`config.mk`:
```
export PLATFORM = sky130hd
export DESIGN_NAME = mem_arbiter
export DESIGN_NICKNAME = d
export VERILOG_FILES = /design/src/rtl/mem_arbiter.sv
export SDC_FILE = /design/constraint.sdc
export NUM_CORES = 1
export LEC_CHECK = 0
export ABC_AREA = 1
export CAP_MARGIN = 20
export CORE_UTILIZATION = 45
export CTS_BUF_LIST = sky130_fd_sc_hd__clkbuf_4
export CTS_CLUSTER_SIZE = 16
export DETAILED_ROUTE_END_ITERATION = 6
export PLACE_DENSITY = 0.86
export SLEW_MARGIN = 20
export SYNTH_ARGS = -nofsm -noshare
export SYNTH_HDL_FRONTEND = slang
export SYNTH_SLANG_ARGS = --single-unit
```
`constraint.sdc`:
```
create_clock -name i_clk -period 2.3 [get_ports i_clk]
set_input_delay 0.23 -clock i_clk [delete_from_list [all_inputs] [get_ports i_clk]]
set_output_delay 0.23 -clock i_clk [all_outputs]
set_load 0.1 [all_outputs]
```
`src/rtl/mem_arbiter.sv`:
```
// mem_arbiter: two-requester round-robin arbiter and sequencer for a single-port memory
// with a registered (one-cycle latency) read port.
//
// Ports:
//   i_clk, i_reset_n        clock (rising edge), asynchronous active-low reset
//   i_req_x, i_r_w_x        request and direction (1 = write) for port x in {a, b}
//   i_addr_x, i_din_x       request address and write data for port x
//   o_ack_x                 one-cycle completion pulse to port x
//   o_dout_x                read data for port x, held until the next read on that port
//   o_busy                  high whenever a transaction is in flight
//   o_mem_valid/r_w/addr/din  memory command, driven from registers
//   i_mem_dout              memory read data, valid the cycle after the read command
module mem_arbiter #(
    parameter int unsigned AddrSize = 8,
    parameter int unsigned DataSize = 32
) (
    input  logic                i_clk,
    input  logic                i_reset_n,
    input  logic                i_req_a,
    input  logic                i_r_w_a,
    input  logic [AddrSize-1:0] i_addr_a,
    input  logic [DataSize-1:0] i_din_a,
    input  logic                i_req_b,
    input  logic                i_r_w_b,
    input  logic [AddrSize-1:0] i_addr_b,
    input  logic [DataSize-1:0] i_din_b,
    output logic                o_ack_a,
    output logic [DataSize-1:0] o_dout_a,
    output logic                o_ack_b,
    output logic [DataSize-1:0] o_dout_b,
    output logic                o_busy,
    output logic                o_mem_valid,
    output logic                o_mem_r_w,
    output logic [AddrSize-1:0] o_mem_addr,
    output logic [DataSize-1:0] o_mem_din,
    input  logic [DataSize-1:0] i_mem_dout
);

    typedef enum logic [1:0] {StIdle, StIssue, StRdWait, StAck} state_t;

    state_t                r_state;
    logic                  r_last_gnt_b;  // 1: port B won the most recent grant
    logic                  r_gnt_b;       // owner of the transaction in flight
    logic                  r_ack_a;
    logic                  r_ack_b;
    logic [DataSize-1:0]   r_dout_a;
    logic [DataSize-1:0]   r_dout_b;
    logic                  r_busy;
    logic                  r_mem_valid;
    logic                  r_mem_r_w;
    logic [AddrSize-1:0]   r_mem_addr;
    logic [DataSize-1:0]   r_mem_din;

    logic                  w_any_req;
    logic                  w_pick_b;

    assign w_any_req = i_req_a | i_req_b;
    // B wins when it is alone, or on a tie when A held the previous grant.
    assign w_pick_b  = i_req_b & (~i_req_a | ~r_last_gnt_b);

    always_ff @(posedge i_clk or negedge i_reset_n) begin
        if (!i_reset_n) begin
            r_state      <= StIdle;
            r_last_gnt_b <= 1'b1;  // so A wins the first tie
            r_gnt_b      <= 1'b0;
            r_ack_a      <= 1'b0;
            r_ack_b      <= 1'b0;
            r_dout_a     <= '0;
            r_dout_b     <= '0;
            r_busy       <= 1'b0;
            r_mem_valid  <= 1'b0;
            r_mem_r_w    <= 1'b0;
            r_mem_addr   <= '0;
            r_mem_din    <= '0;
        end else begin
            // Single-cycle pulses default low.
            r_mem_valid <= 1'b0;
            r_ack_a     <= 1'b0;
            r_ack_b     <= 1'b0;
            case (r_state)
                StIdle: begin
                    if (w_any_req) begin
                        r_gnt_b      <= w_pick_b;
                        r_last_gnt_b <= w_pick_b;
                        r_mem_r_w    <= w_pick_b ? i_r_w_b  : i_r_w_a;
                        r_mem_addr   <= w_pick_b ? i_addr_b : i_addr_a;
                        r_mem_din    <= w_pick_b ? i_din_b  : i_din_a;
                        r_mem_valid  <= 1'b1;
                        r_busy       <= 1'b1;
                        r_state      <= StIssue;
                    end
                end
                StIssue: begin
                    if (r_mem_r_w) begin
                        r_ack_a <= ~r_gnt_b;
                        r_ack_b <= r_gnt_b;
                        r_state <= StAck;
                    end else begin
                        r_state <= StRdWait;
                    end
                end
                StRdWait: begin
                    if (r_gnt_b) begin
                        r_dout_b <= i_mem_dout;
                    end else begin
                        r_dout_a <= i_mem_dout;
                    end
                    r_ack_a <= ~r_gnt_b;
                    r_ack_b <= r_gnt_b;
                    r_state <= StAck;
                end
                StAck: begin
                    r_busy  <= 1'b0;
                    r_state <= StIdle;
                end
                default: begin
                    r_busy  <= 1'b0;
                    r_state <= StIdle;
                end
            endcase
        end
    end

    assign o_ack_a     = r_ack_a;
    assign o_ack_b     = r_ack_b;
    assign o_dout_a    = r_dout_a;
    assign o_dout_b    = r_dout_b;
    assign o_busy      = r_busy;
    assign o_mem_valid = r_mem_valid;
    assign o_mem_r_w   = r_mem_r_w;
    assign o_mem_addr  = r_mem_addr;
    assign o_mem_din   = r_mem_din;

endmodule

```
==> results.sh <==
export IMPL_grt_usage_pct=24.2
export IMPL_syn_num_nets=754
export IMPL_final_fill_count=869
export IMPL_synth_adder_area_share_pct=1.24
export IMPL_period_share_pct=73.5
export IMPL_muxShareOfSynthArea_pct=0
export IMPL_slowest_stage="buf_4"
export IMPL_die_x_um=108
export IMPL_synth_edf_count=0
export IMPL_synth_top_area_share_pct=55.4
export IMPL_synth_cell_types=17
export IMPL_reg2reg_to="o_dout_b[25]"
export IMPL_max_cap_violations=0
export IMPL_clock_skew_final_ns=0.0135
export IMPL_cts_resized=0
export IMPL_synth_top_family_by_area="simple AND/OR/NAND/NOR gates"
export IMPL_r2r_start="r_state[0]"
export IMPL_hold_path_cell_count=3
export IMPL_grt_setup_unrepaired="false"
export IMPL_syn_inst=631
export IMPL_yosysMostFrequentCell="nand2_1"
export IMPL_drive_gt1_share_pct=18.1
export IMPL_holdBufCountCts=1
export IMPL_core_area_mm2=0.0109
export IMPL_start_util_pct=46.5
export IMPL_cts_buffers=17
export IMPL_tightest_slew_ns=0.614
export IMPL_synthesis_area_mm2=0.00506
export IMPL_synth_compound_area_share_pct=6.90
export IMPL_outcome="finished, final reports clean"
export IMPL_ys_warn_count=0
export IMPL_wl_per_cell_um=13.5
export IMPL_cp_slowest_stage_delay_ns=0.45
export IMPL_finalCriticalPeriod_ns=1.69
export IMPL_vias=4935
export IMPL_drt_iter0_markers=333
export IMPL_via_per_inst=4.91
export IMPL_synthTopCellsByArea="dfrtp_1 55%, nand2_1 15%, inv_1 9.0%"
export IMPL_crit_arrival_ns=2.02
export IMPL_slew_limit_headroom_pct=59.1
export IMPL_rows=38
export IMPL_area_growth_pct=48.8
export IMPL_wl_mm=13.6
export IMPL_clk_path_buf_depth=2
export IMPL_crit_family="buffers and inverters"
export IMPL_clkTransAtPathRegs_ns=0.10
export IMPL_cts_sinks=113
export IMPL_cts_tree="built"
export IMPL_clkLatencyLatePin_ns=0.49
export IMPL_n_antenna_cell=0
export IMPL_antenna_found_initial=0
export IMPL_worstPathCellList="inv_1 -> ha_1 -> nand2_2 -> buf_4 -> o21ai_0"
export IMPL_dp_hpwl_mm=9.96
export IMPL_yosysTopAreaCell="dfrtp_1"
export IMPL_post_cts_buffers=0
export IMPL_grt_max_degree=65
export IMPL_clock_root_buffer="clkbuf_4"
export IMPL_h_tree_depth=4
export IMPL_ff2ff_setup_slack_ns=0.61
export IMPL_seq_area_frac_synth_pct=55.9
export IMPL_overflow=0
export IMPL_grt_pass1_wl_mm=22.1
export IMPL_synthTopCellsByCount="201 x nand2_1, 121 x inv_1, 112 x dfrtp_1, 83 x nand3_1, 67 x o21ai_0"
export IMPL_setup_tns_ns=0
export IMPL_hold_end="r_last_gnt_b"
export IMPL_grt_pass1_vias=4860
export IMPL_path_buf_inv=2
export IMPL_crit_fanout=64
export IMPL_hold_viol_final=0
export IMPL_min_from="i_req_b"
export IMPL_ys_seq_elements=113
export IMPL_globalplace_congestion=0.825
export IMPL_antenna_left=0
export IMPL_drc=0
export IMPL_async_flop_share_pct=100
export IMPL_firstDrtPassIters=5
export IMPL_synth_simple_area_share_pct=23.9
export IMPL_cp_end_kind="register"
export IMPL_cp_required_ns=2.63
export IMPL_portBuffers=226
export IMPL_worstSetupPathType="register to register"
export IMPL_avgSynthCellArea_um2=8.02
export IMPL_setup_violations=0
export IMPL_nets=977
export IMPL_die_h_um=108
export IMPL_synthFlopType="dfrtp_1"
export IMPL_num_io_pins=227
export IMPL_rr_worst_depth=5
export IMPL_hp_class="primary input to register"
export IMPL_fmax_mhz=592
export IMPL_start_kind="register"
export IMPL_synth_xor_area_share_pct=0
export IMPL_slew_violations=0
export IMPL_die_area_mm2=0.0117
worst min-delay path, cell delays in order:
cell,delay (ns)
buf_2,0.15
nand3_1,0.10
nand2_1,0.06
sequential cells by signal, summed over array words and instances, names as in the netlist:
register      cells
o_dout_a         32
o_dout_b         32
o_mem_din        32
o_mem_addr        8
r_state           2
o_ack_a           1
o_ack_b           1
o_busy            1
o_mem_r_w         1
o_mem_valid       1
r_gnt_b           1
r_last_gnt_b      1
cells in the final DEF (no fill, tap or decap), types with 5 or more instances in the layout:
cell type / netlist / layout
inv_1: 121 / 121
nand2_1: 201 / 199
clkdlybuf4s50_1: 0 / 115
clkbuf_4: 0 / 17
o21ai_0: 67 / 67
buf_4: 5 / 117
bufinv_16: 0 / 5
ha_1: 5 / 5
nand3_1: 83 / 83
dfrtp_1: 112 / 112
how the worst max path moves through the flow:
stage,to,startpoint,slack (ns),cells after the start
floorplan,o_dout_b[10],r_state[0],0.92,6
global placement,o_mem_din[18],i_req_a,0.66,6
detailed placement,o_mem_din[17],r_state[0],0.62,7
CTS,o_mem_din[16],r_state[1],0.60,7
global route,o_mem_din[23],r_state[1],0.45,7
finish,o_dout_b[25],r_state[0],0.61,5
cell type report:
type	instances	area [µm²]	share of cell area, %
Sequential cell	113	2830	37.5
Timing Repair Buffer	237	2100	27.9
Multi-Input combinational cell	364	1630	21.7
Tap cell	140	175	2.32
Inverter	121	454	6.03
Clock inverter	14	213	2.82
Clock buffer	17	128	1.69
per-stage QoR:
stage | worst slack [ns] | hold WS, ns | std cells | util (%) | cell area [µm²]
2_1_floorplan | 0.919 | -0.0656 | 631 | - | 5060
6_report | 0.610 | 0.0406 | 1006 | 69.2 | 7530
3_5_place_dp | 0.616 | 0.278 | 974 | 66.0 | 7180
3_3_place_gp | 0.655 | 0.269 | 974 | 66.0 | 7180
5_1_grt | 0.447 | 0.0236 | 1006 | 69.2 | 7530
4_1_cts | 0.599 | 0.00489 | 1006 | 69.2 | 7530
logic make-up (layout without fill, tap and decap cells):
family,after synthesis,in the layout
simple gates,290,290
buf+inv,154,389
flops,113,113
compound gates,69,69
fa+ha+maj,5,5
layer usage:
metal / vias up / share of wire, % / GRT usage (%)
met2: 235 / 50 / 41.5
li1: 2365 / - / -
met5: - / 0 / 0
met4: 0 / 3.6 / 12.5
met1: 2292 / 39 / 28.5
met3: 43 / 6.9 / 5.24
Power is left out: the tool's default activity adds up to more than one toggle a clock period on the data nets, which glitch-free logic cannot reach.
